===== config.mk =====
export PLATFORM = sky130hd
export DESIGN_NAME = lc3_mem_arbiter
export DESIGN_NICKNAME = d
export VERILOG_FILES = /design/src/rtl/lc3_mem_arbiter_pkg.sv /design/src/rtl/lc3_mem_arbiter_rr_arb2.sv /design/src/rtl/lc3_mem_arbiter.sv
export SDC_FILE = /design/constraint.sdc
export NUM_CORES = 1
export LEC_CHECK = 0
export BUFFER_PORTS_ARGS = -buffer_cell sky130_fd_sc_hd__buf_2
export CELL_PAD_IN_SITES_DETAIL_PLACEMENT = 2
export CELL_PAD_IN_SITES_GLOBAL_PLACEMENT = 2
export CORE_MARGIN = 4
export CORE_UTILIZATION = 25
export CTS_CLUSTER_DIAMETER = 80
export CTS_CLUSTER_SIZE = 40
export DETAILED_ROUTE_END_ITERATION = 12
export GPL_ROUTABILITY_DRIVEN = 0
export PLACE_DENSITY = 0.84
export SYNTH_ARGS = -nofsm -noshare
export SYNTH_HDL_FRONTEND = slang
export SYNTH_SLANG_ARGS = --single-unit

===== constraint.sdc =====
create_clock -name clk -period 4.7 [get_ports clk]
set_input_delay 0.94 -clock clk [delete_from_list [all_inputs] [get_ports clk]]
set_output_delay 0.94 -clock clk [all_outputs]
set_load 0.005 [all_outputs]

===== src/rtl/lc3_mem_arbiter_pkg.sv =====
// Shared types and constants for the LC-3 memory-port arbiter.
package lc3_mem_pkg;

  localparam int ADDR_W_DEF = 16;
  localparam int DATA_W_DEF = 16;
  localparam int MAX_WAIT   = 15;
  localparam int CNT_W      = 4;

  typedef enum logic [2:0] {
    ST_IDLE     = 3'd0,
    ST_CPU_ACC  = 3'd1,
    ST_DMA_ACC  = 3'd2,
    ST_CPU_DONE = 3'd3,
    ST_DMA_DONE = 3'd4
  } state_t;

  function automatic logic is_acc(input state_t s);
    return (s == ST_CPU_ACC) || (s == ST_DMA_ACC);
  endfunction

  function automatic logic is_done(input state_t s);
    return (s == ST_CPU_DONE) || (s == ST_DMA_DONE);
  endfunction

endpackage


===== src/rtl/lc3_mem_arbiter_rr_arb2.sv =====
// Two-requester round-robin grant (CPU vs DMA) with a last-served register.
module lc3_rr_arb2 (
  input  logic clk,
  input  logic reset,
  input  logic req_cpu,
  input  logic req_dma,
  input  logic update,
  input  logic served_dma,
  output logic gnt_cpu,
  output logic gnt_dma
);

  // 1 = DMA was served last, so the CPU wins the next tie.
  logic last_gnt_r;

  // Remember which requester finished most recently.
  always_ff @(posedge clk or negedge reset) begin
    if (!reset) begin
      last_gnt_r <= 1'b1;
    end else if (update) begin
      last_gnt_r <= served_dma;
    end else begin
      last_gnt_r <= last_gnt_r;
    end
  end

  // Grant the sole requester, or the one not served last on a tie.
  always_comb begin
    gnt_cpu = 1'b0;
    gnt_dma = 1'b0;
    if (req_cpu && req_dma) begin
      gnt_cpu = last_gnt_r;
      gnt_dma = !last_gnt_r;
    end else begin
      gnt_cpu = req_cpu;
      gnt_dma = req_dma;
    end
  end

endmodule


===== src/rtl/lc3_mem_arbiter.sv =====
// LC-3 memory-port controller: sequences CPU (and optional DMA) accesses
// over WAIT_CYCLES cycles. Macro LC3_MEM_DMA_EN enables the DMA port.
module lc3_mem_arbiter
  import lc3_mem_pkg::*;
#(
  parameter int ADDR_W      = ADDR_W_DEF,
  parameter int DATA_W      = DATA_W_DEF,
  parameter int WAIT_CYCLES = 2
) (
  input  logic              clk,
  input  logic              reset,
  input  logic              cpu_mio_en,
  input  logic              cpu_rw,
  input  logic [ADDR_W-1:0] cpu_addr,
  input  logic [DATA_W-1:0] cpu_wdata,
  output logic [DATA_W-1:0] cpu_rdata,
  output logic              cpu_r,
  input  logic              dma_req,
  input  logic              dma_rw,
  input  logic [ADDR_W-1:0] dma_addr,
  input  logic [DATA_W-1:0] dma_wdata,
  output logic [DATA_W-1:0] dma_rdata,
  output logic              dma_gnt,
  output logic              dma_done,
  output logic              mem_ce,
  output logic              mem_we,
  output logic [ADDR_W-1:0] mem_addr,
  output logic [DATA_W-1:0] mem_wdata,
  input  logic [DATA_W-1:0] mem_rdata
);

  localparam logic [CNT_W-1:0] WAIT_LOAD = CNT_W'(WAIT_CYCLES - 1);

  state_t            state_r, state_s;
  logic [CNT_W-1:0]  cnt_r;
  logic              rw_r;
  logic [ADDR_W-1:0] addr_r;
  logic [DATA_W-1:0] wdata_r;
  logic              ce_r, we_r, cpu_r_r;
  logic [DATA_W-1:0] cpu_rdata_r;

  logic              gnt_cpu_s, gnt_dma_s, grant_s, acc_last_s;
  logic              sel_rw_s;
  logic [ADDR_W-1:0] sel_addr_s;
  logic [DATA_W-1:0] sel_wdata_s;

`ifdef LC3_MEM_DMA_EN
  logic              dma_done_r, dma_gnt_r;
  logic [DATA_W-1:0] dma_rdata_r;
  logic              arb_update_s, arb_served_dma_s;

  assign arb_update_s     = is_done(state_r);
  assign arb_served_dma_s = (state_r == ST_DMA_DONE);

  lc3_rr_arb2 u_arb (
    .clk        (clk),
    .reset      (reset),
    .req_cpu    (cpu_mio_en),
    .req_dma    (dma_req),
    .update     (arb_update_s),
    .served_dma (arb_served_dma_s),
    .gnt_cpu    (gnt_cpu_s),
    .gnt_dma    (gnt_dma_s)
  );
`else
  logic unused_dma_s;

  assign unused_dma_s = ^{dma_req, dma_rw, dma_addr, dma_wdata};
  assign gnt_cpu_s    = cpu_mio_en;
  assign gnt_dma_s    = 1'b0;
`endif

  assign grant_s    = (state_r == ST_IDLE) && (gnt_cpu_s || gnt_dma_s);
  assign acc_last_s = is_acc(state_r) && (cnt_r == {CNT_W{1'b0}});

  // Pick the access fields of the requester being granted this cycle.
  always_comb begin
    sel_rw_s    = cpu_rw;
    sel_addr_s  = cpu_addr;
    sel_wdata_s = cpu_wdata;
`ifdef LC3_MEM_DMA_EN
    if (gnt_dma_s) begin
      sel_rw_s    = dma_rw;
      sel_addr_s  = dma_addr;
      sel_wdata_s = dma_wdata;
    end else begin
      sel_rw_s    = cpu_rw;
      sel_addr_s  = cpu_addr;
      sel_wdata_s = cpu_wdata;
    end
`endif
  end

  // Next-state logic.
  always_comb begin
    state_s = state_r;
    case (state_r)
      ST_IDLE: begin
        if (gnt_cpu_s) begin
          state_s = ST_CPU_ACC;
        end else if (gnt_dma_s) begin
          state_s = ST_DMA_ACC;
        end else begin
          state_s = ST_IDLE;
        end
      end
      ST_CPU_ACC: begin
        if (acc_last_s) state_s = ST_CPU_DONE;
        else            state_s = ST_CPU_ACC;
      end
      ST_CPU_DONE: state_s = ST_IDLE;
`ifdef LC3_MEM_DMA_EN
      ST_DMA_ACC: begin
        if (acc_last_s) state_s = ST_DMA_DONE;
        else            state_s = ST_DMA_ACC;
      end
      ST_DMA_DONE: state_s = ST_IDLE;
`endif
      default: state_s = ST_IDLE;
    endcase
  end

  // State, wait counter, latched access fields and registered CPU/memory outputs.
  always_ff @(posedge clk or negedge reset) begin
    if (!reset) begin
      state_r     <= ST_IDLE;
      cnt_r       <= {CNT_W{1'b0}};
      rw_r        <= 1'b0;
      addr_r      <= {ADDR_W{1'b0}};
      wdata_r     <= {DATA_W{1'b0}};
      ce_r        <= 1'b0;
      we_r        <= 1'b0;
      cpu_r_r     <= 1'b0;
      cpu_rdata_r <= {DATA_W{1'b0}};
    end else begin
      state_r <= state_s;
      if (grant_s) begin
        cnt_r   <= WAIT_LOAD;
        rw_r    <= sel_rw_s;
        addr_r  <= sel_addr_s;
        wdata_r <= sel_wdata_s;
      end else if (is_acc(state_r) && !acc_last_s) begin
        cnt_r <= cnt_r - {{(CNT_W-1){1'b0}}, 1'b1};
      end else begin
        cnt_r <= cnt_r;
      end
      // Strobes are driven from the next state so they line up with the ACC cycles.
      ce_r    <= is_acc(state_s);
      we_r    <= is_acc(state_s) && (grant_s ? sel_rw_s : rw_r);
      cpu_r_r <= (state_s == ST_CPU_DONE);
      if ((state_r == ST_CPU_ACC) && acc_last_s && !rw_r) begin
        cpu_rdata_r <= mem_rdata;
      end else begin
        cpu_rdata_r <= cpu_rdata_r;
      end
    end
  end

`ifdef LC3_MEM_DMA_EN
  // Registered DMA handshake outputs and read data.
  always_ff @(posedge clk or negedge reset) begin
    if (!reset) begin
      dma_done_r  <= 1'b0;
      dma_gnt_r   <= 1'b0;
      dma_rdata_r <= {DATA_W{1'b0}};
    end else begin
      dma_done_r <= (state_s == ST_DMA_DONE);
      dma_gnt_r  <= (state_s == ST_DMA_ACC) || (state_s == ST_DMA_DONE);
      if ((state_r == ST_DMA_ACC) && acc_last_s && !rw_r) begin
        dma_rdata_r <= mem_rdata;
      end else begin
        dma_rdata_r <= dma_rdata_r;
      end
    end
  end

  assign dma_done  = dma_done_r;
  assign dma_gnt   = dma_gnt_r;
  assign dma_rdata = dma_rdata_r;
`else
  assign dma_done  = 1'b0;
  assign dma_gnt   = 1'b0;
  assign dma_rdata = {DATA_W{1'b0}};
`endif

  assign cpu_rdata = cpu_rdata_r;
  assign cpu_r     = cpu_r_r;
  assign mem_ce    = ce_r;
  assign mem_we    = we_r;
  assign mem_addr  = addr_r;
  assign mem_wdata = wdata_r;

endmodule


### After elaboration in Yosys (flattened, before gate mapping)

Cells that the tools add are included.

| word-level totals | value |
|---|---|
| flip-flop bits (word level) | 59 |
| bits of input ports | 86 |
| output and inout port bits | 69 |
| word-level logic and storage cells | 34 |

| cells by class | value |
|---|---|
| add/subtract/negate cells | 1 |
| equal/unequal tests | 5 |
| multiplexer cells | 6 |
| reduce and logical (&&, ||, !) cells | 13 |

Operators by type and width:

| kind | count |
|---|---|
| == test 3 x 2 -> 1 bit, second input constant | 3 |
| two-way mux 4 bit | 2 |
| == test 3 x 1 -> 1 bit, second input constant | 2 |
| logical AND 1 bit | 6 |
| one-hot mux 3 bit (2 select lines) | 1 |
| zero test 4 bit | 1 |
| subtractor 4 x 1 -> 4 bit, second input constant | 1 |
| zero test 3 bit | 1 |
| zero test 1 bit | 2 |
| logical OR 1 bit | 2 |
| two-way mux 1 bit | 2 |
| two-way mux 2 bit | 1 |
| nonzero test 2 bit | 1 |

### Logic depth before layout (Yosys ltp)

Gate-level depths: netlist (run 1).

| depth | value |
|---|---|
| depth in word-level cells | 8 |
| gate-level depth with buffers | 7 |
| mapped depth without buffers | 5 |

### Least setup slack after synthesis (run 1)

No wires, ideal clock.

| path | value |
|---|---|
| path kind | flip-flop to flip-flop |
| from | register state_r[1] |
| to | register cpu_rdata_r[0] (netlist: cpu_rdata[0]) |
| library setup time | 0.125 ns |
| data arrival time | 1.835 ns |
| required time | 4.575 ns |
| setup slack | 2.740 ns |
| cell stages (with the launch flop) | 8 |
| path buffers | 2 |
| period minus slack after synthesis | 1.960 ns |
| cells stage by stage | dfrtp_1 > inv_1 > ha_1 > nand3_2 > or4_4 > buf_6 > buf_12 > mux2_4 |

| on the way | value |
|---|---|
| longest elaborated chain between the ends | 5 |
| elaborated cells on any way between the ends | 6 |
| those cells by class | eq/ne: 2; reduce/logical: 4 |

Ends and longest elaborated chain:

| element | RTL line | source |
|---|---|---|
| from (decl) | lc3_mem_arbiter.sv:34 | `state_t state_r, state_s;` |
| from (signal assigned) | lc3_mem_arbiter.sv:136 | `state_r <= state_s;` |
| == test 3 x 1 -> 1 bit / == test 3 x 2 -> 1 bit (equally long branches) | lc3_mem_arbiter_pkg.sv:18, lc3_mem_arbiter.sv:151 |  |
| logical OR 1 bit | lc3_mem_arbiter_pkg.sv:18 | `return (s == ST_CPU_ACC) \|\| (s == ST_DMA_ACC);` |
| logical AND 1 bit | lc3_mem_arbiter.sv:74 | `assign acc_last_s = is_acc(state_r) && (cnt_r == {CNT_W{1'b0}});` |
| logical AND 1 bit (*) (2 in series) | lc3_mem_arbiter.sv:151 | `if ((state_r == ST_CPU_ACC) && acc_last_s && !rw_r) begin` |
| to (signal assigned) | lc3_mem_arbiter.sv:134 | `cpu_rdata_r <= {DATA_W{1'b0}};` |
| to (signal assigned) | lc3_mem_arbiter.sv:152 | `cpu_rdata_r <= mem_rdata;` |
| to (signal assigned) | lc3_mem_arbiter.sv:154 | `cpu_rdata_r <= cpu_rdata_r;` |
| to (decl) | lc3_mem_arbiter.sv:40 | `logic [DATA_W-1:0] cpu_rdata_r;` |

Mark *: on every way between the ends. The rest lies on a longest branch, timed or not.
A chain may end at the register's enable or synchronous reset.

### Worst setup path in the final report (run 1)

| path | value |
|---|---|
| from | register state_r[1] |
| to | register cpu_rdata_r[9] (netlist: cpu_rdata[9]) |

The elaborated chain is that of the path after synthesis.

==> impl_metrics.tcl, run 1 <==
set metrics [dict create \
    diodes 0 \
    core_area_um2 9330 \
    finalHoldViolations 0 \
    rsz0062_at_grt "false" \
    grt_pass1_vias 2205 \
    die_area_um2 11300 \
    tightest_slew_ps 736 \
    crit_type "reg2reg" \
    fin_worst_hold_slack_ps 476 \
    ir_worst_vdd_mv 0.155 \
    ys_seq_elements 57 \
    placedCellCount 455 \
    syn_to_final_growth_pct 30.1 \
    slew_headroom_pct 51.0 \
    wire_per_inst_um 14.5 \
    cts_inserted_buffers 9 \
    worstPathRequired_ps 4900 \
    cp.arrival_ps 2220 \
    fin_nets 426 \
    avgSynthCellArea_um2 10.5 \
    cts-resized-gates 0 \
    hp-class "reg2reg" \
    async_reset_ff_share_pct 100 \
    vias 1976 \
    grt_pass1_wl_mm 11.0 \
    finalPower_mw 2.01 \
    synth_cell_types 26 \
    fin_skew_ps 9.26 \
    cts_buffer_depth 2 \
    powerDensity_nw_per_um2 639 \
    synth_edf_count 0 \
    initial_core_util_pct 25.9 \
    period_share_pct 42.9 \
    yosysMostFrequentCell "nand2_1" \
    die_height_um 106 \
    synth_common_cells "nand2_1 (102), dfrtp_1 (57), buf_4 (18)" \
    final_util_pct 33.7 \
    finalCriticalPeriod_ps 2020 \
    wl_mm 6.79 \
    drt-pass1-iter-count 4 \
    grt_max_degree 58 \
    fmax_mhz 496 \
    syn-instance-count 231 \
    die_w_um 106 \
    tns_ps 0 \
    overflow 0 \
    end_kind "flop" \
    instances_no_fill 470 \
    worstSetupStartpointType "flop" \
    drc_errors 0 \
    cts.reportedPaths.clkPinSlew_ps 60 \
    yosys_most_used_dff "dfrtp_1" \
    slew_viol_final 0 \
    final_layout_size_suffix_gt1_share_pct 41.1 \
    clock-sinks 57 \
    nFillCells 1075 \
    fin_ws_ps 2680 \
    holdBufCountCts 0 \
    synth_top_cell_area_share_pct 59.1 \
    status "completed" \
    power_leakage_nw 1.77 \
    grt_usage_pct 12.3 \
    ant_nets 0 \
    pre_cts_ws_ps 2360 \
    htreeDepth 3 \
    critPathMaxFanout 16 \
    row_count 35 \
    yosysSeqAreaShare_pct 59.1 \
    via_per_inst 4.20 \
    cts_tree "built" \
    synth_area_um2 2410 \
    setup_viol 0 \
    synth.top_cells.by_area "dfrtp_1 (59%), nand2_1 (16%), mux2_4 (6.2%), buf_4 (5.6%), mux2_2 (2.8%)" \
    synth_warnings 0 \
    hpwl_mm 5.03 \
    cap_violations 0 \
    post_cts_buffers 0 \
    drt-initial-drc-count 35 \
    yosysTopAreaCell "dfrtp_1" \
    clkLatencyLatePin_ps 330 \
    numPortBuffers 102 \
    antenna_found_initial 1 \
    place_area_um2 2980 \
    clockRootBuffer "clkbuf_8" \
    boundaryPins 155 \
    final_area_um2 3140 \
]
[registers in the layout, indices dropped and copies added (netlist names)]
signal / count
mem_ce: 1
rw_r: 1
mem_addr: 16
mem_wdata: 16
cnt_r: 4
state_r: 2
cpu_rdata: 16
mem_we: 1
[power by group]
group / internal [mW] / switching (mW) / leakage, nW
registers: 0.727 / 0.130 / 0.695
clock network: 0.199 / 0.191 / 0.0887
logic: 0.382 / 0.377 / 0.984
[per-layer routing]
metal	part of all wire [%]	global-route usage, %	vias up
met4	1.2	5.00	2
met5	0.19	0	-
met1	43	14.8	976
li1	-	-	899
met2	47	20.0	91
met3	8.9	4.37	8
[cells in the final DEF (no fill, tap or decap), drive strengths merged]
cell,netlist,final
mux2,16,16
and2,1,1
mux2i,1,1
nand2b,1,1
o21ai,1,1
ha,3,3
conb,1,18
buf,20,105
nor4b,1,1
nand4b,1,1
dfrtp,57,57
inv,4,4
clkbuf,7,11
clkinv,0,4
a21oi,4,4
or4,1,1
or3b,1,1
nor3,2,2
nand3,2,2
nand2,102,102
nor2,2,2
and3,2,2
nor2b,1,1
[final cells by class]
type	count	area [µm²]	share of cell area [%]
Inverter	4	15.0	0.478
Sequential cell	57	1430	45.4
Clock buffer	11	141	4.50
Timing Repair Buffer	105	533	17.0
Clock inverter	4	20.0	0.637
Tap cell	129	161	5.14
Multi-Input combinational cell	160	845	26.9
[final timing paths]
check	cells after the start	endpoint	slack (ps)	startpoint
min reg2reg	2	mem_addr[8]$_DFFE_PN0N_	480	mem_addr[8]$_DFFE_PN0N_
min in group asynchronous	2	cpu_rdata[12]$_DFFE_PN0P_	750	reset
max in group asynchronous	2	mem_addr[0]$_DFFE_PN0N_	3460	reset
max reg2reg	5	cpu_rdata[9]$_DFFE_PN0P_	2680	state_r[1]$_DFF_PN0_
max	5	cpu_rdata[9]$_DFFE_PN0P_	2680	state_r[1]$_DFF_PN0_
min	2	mem_addr[8]$_DFFE_PN0N_	480	mem_addr[8]$_DFFE_PN0N_
[critical path: stages, from the launching register on]
cell     delay, ps
dfrtp_1        350
inv_1           60
ha_1           420
nand3_2        110
or4_4          590
mux2_4         350
[logic make-up after synthesis]
kind of cell    synth area share, %
flops                          59.1
other cells                   0.155
fa+ha+maj                      1.55
simple gates                   20.2
buf+inv                        8.60
compound gates                 1.04
mux                            9.43
No activity file was read; power rests on OpenSTA's default activity.
==> inputs of run 2 (changes only) <==
--- a/config.mk
+++ b/config.mk
@@ -9,12 +9,12 @@
 export CELL_PAD_IN_SITES_DETAIL_PLACEMENT = 2
 export CELL_PAD_IN_SITES_GLOBAL_PLACEMENT = 2
 export CORE_MARGIN = 4
-export CORE_UTILIZATION = 25
+export CORE_UTILIZATION = 23
 export CTS_CLUSTER_DIAMETER = 80
 export CTS_CLUSTER_SIZE = 40
 export DETAILED_ROUTE_END_ITERATION = 12
 export GPL_ROUTABILITY_DRIVEN = 0
-export PLACE_DENSITY = 0.84
+export PLACE_DENSITY = 0.79
 export SYNTH_ARGS = -nofsm -noshare
 export SYNTH_HDL_FRONTEND = slang
 export SYNTH_SLANG_ARGS = --single-unit
==> constraint.sdc (replaced) <==
create_clock -name clk -period 1.89 [get_ports clk]
set_input_delay 0.378 -clock clk [delete_from_list [all_inputs] [get_ports clk]]
set_output_delay 0.378 -clock clk [all_outputs]
set_load 0.005 [all_outputs]
==> impl_metrics.tcl, run 2 (same netlist as run 1, synthesis figures left out) <==
set metrics [dict create \
    p_sw_share_pct 32.7 \
    hp-class "in2async" \
    finalHoldViolations 0 \
    regToRegStartpoint "cnt_r[0]$_DFFE_PN0P_" \
    grt_pass1_vias 2274 \
    grt_usage_pct 11.6 \
    slowest_stage "or4_4" \
    timing.rr.end "cpu_rdata[1]$_DFFE_PN0P_" \
    switching_power_mw 1.85 \
    worstSetupStartpointType "flop" \
    rr_worst_depth 5 \
    period_share_pct 100 \
    clkLatencyLatePin_ps 330 \
    path_cells "inv_1 -> ha_2 -> nand3_4 -> or4_4 -> mux2_4" \
    ir_worst_vdd_mv 0.368 \
    boundaryPins 155 \
    critPathMaxFanout 8 \
    syn_to_final_growth_pct 38.5 \
    power_leakage_nw 1.84 \
    end_kind "flop" \
    cts.reportedPaths.clkPinSlew_ps 70 \
    internal-power_mw 3.80 \
    rsz0062_at_grt "true" \
    cap_violations 0 \
    slew_viol_final 0 \
    initial_core_util_pct 23.5 \
    fin_nets 433 \
    status "finished with violations" \
    clockRootBuffer "clkbuf_8" \
    finalPower_mw 5.66 \
    diodes 0 \
    die_w_um 110 \
    htreeDepth 3 \
    tns_ps -22.5 \
    reg2reg_setup_slack_ps -8 \
    drt-pass1-iter-count 4 \
    vias 1973 \
    wire_per_inst_um 14.5 \
    final_util_pct 32.6 \
    fin_skew_ps 9.00 \
    overflow 0 \
    via_per_inst 4.07 \
    pre_cts_ws_ps 24.1 \
    setup.worst_path.start "cnt_r[0]$_DFFE_PN0P_" \
    final_layout_size_suffix_gt1_share_pct 43.8 \
    drt-initial-drc-count 47 \
    drc_errors 0 \
    ant_nets 0 \
    numPortBuffers 102 \
    violations "negative setup slack" \
    cts_tree "built" \
    slew_headroom_pct 65.7 \
    die_height_um 110 \
    layout_common_cells "nand2_1 (102), buf_2 (102), dfrtp_1 (57), conb_1 (18)" \
    clock-sinks 57 \
    core_area_um2 10300 \
    cts_inserted_buffers 9 \
    cp.arrival_ps 2110 \
    pwr-share-comb_pct 36.7 \
    p_seq_share_pct 38.0 \
    powerDensity_nw_per_um2 1690 \
    fmax_mhz 527 \
    tightest_slew_ps 514 \
    wl_mm 7.05 \
    cts_buffer_depth 2 \
    clockPowerShare_pct 25.3 \
    slowest_delay_ps 640 \
    setup_viol 5 \
    grt_max_degree 39 \
    holdBufCountCts 0 \
    nFillCells 1161 \
    row_count 37 \
    die_area_um2 12200 \
    crit_type "reg2reg" \
    grt_pass1_wl_mm 11.5 \
    hpwl_mm 5.18 \
    finalCriticalPeriod_ps 1900 \
    antenna_found_initial 0 \
    worstPathRequired_ps 2100 \
    fin_ws_ps -8.29 \
]
run 2: cell types whose count changed in the layout (fill, tap and decap cells not counted), sizes merged:
cell      before  now
buf          105  111
bufinv         0    3
clkbuf        11   10
clkinv         4    2
clkinvlp       0    1
or4            1    2
run 2: stage by stage:
stage	std cells	instance area, µm²	hold slack [ps]
floorplan	248	2490	82.4
global placement	466	3040	385
detailed placement	466	3040	388
CTS	482	3300	11.1
global route	485	3350	23.6
finish	485	3350	13.4
run 2: cell type report:
class / instances / area, µm² / area share (%)
multi-input cells: 161 / 891 / 26.6
flip-flops and latches: 57 / 1430 / 42.6
clock buffers: 10 / 138 / 4.11
clock inverters: 6 / 115 / 3.44
inverters: 4 / 15.0 / 0.449
repair buffers: 111 / 591 / 17.7
well taps: 136 / 170 / 5.09
run 2: worst max-delay path: cells and delay by family (launching register included):
family / cells / cell delay [ps]
and+or+nand+nor: 2 / 740
adders and majority gates: 1 / 210
buffers and inverters: 1 / 80
DFF: 1 / 420
muxes: 1 / 340
run 2: per-layer routing:
layer / vias to the layer above / GRT usage, % / part of all wire [%]
met4: 0 / 3.86 / 0.57
li1: 919 / - / -
met2: 87 / 19.1 / 48
met3: 5 / 3.89 / 7.7
met1: 962 / 14.3 / 44
met5: - / 0 / 0
run 2: power groups by stage:
stage / sequential (mW) / clock, mW / combinational, mW
after global placement: 2.11 / 0 / 1.93
after floorplan: 2.17 / 0 / 1.08
final: 2.15 / 1.43 / 2.08
after detailed placement: 2.17 / 0 / 2.02
after CTS: 2.15 / 1.50 / 2.04
after global routing: 2.23 / 1.57 / 2.36
run 2: worst max path at each step:
stage / to
floorplan: cpu_rdata[0]$_DFFE_PN0P_
global route: cpu_rdata[1]$_DFFE_PN0P_
global placement: cpu_rdata[12]$_DFFE_PN0P_
finish: cpu_rdata[1]$_DFFE_PN0P_
detailed placement: cpu_rdata[1]$_DFFE_PN0P_
CTS: cpu_rdata[15]$_DFFE_PN0P_
run 2: repair_timing:
action / in CTS / in global routing
endpoints found under the setup margin: 6 / 16
gates cloned: 0 / 1
setup buffers: 0 / 2
pin swaps: 0 / 3
resized for setup: 1 / 4
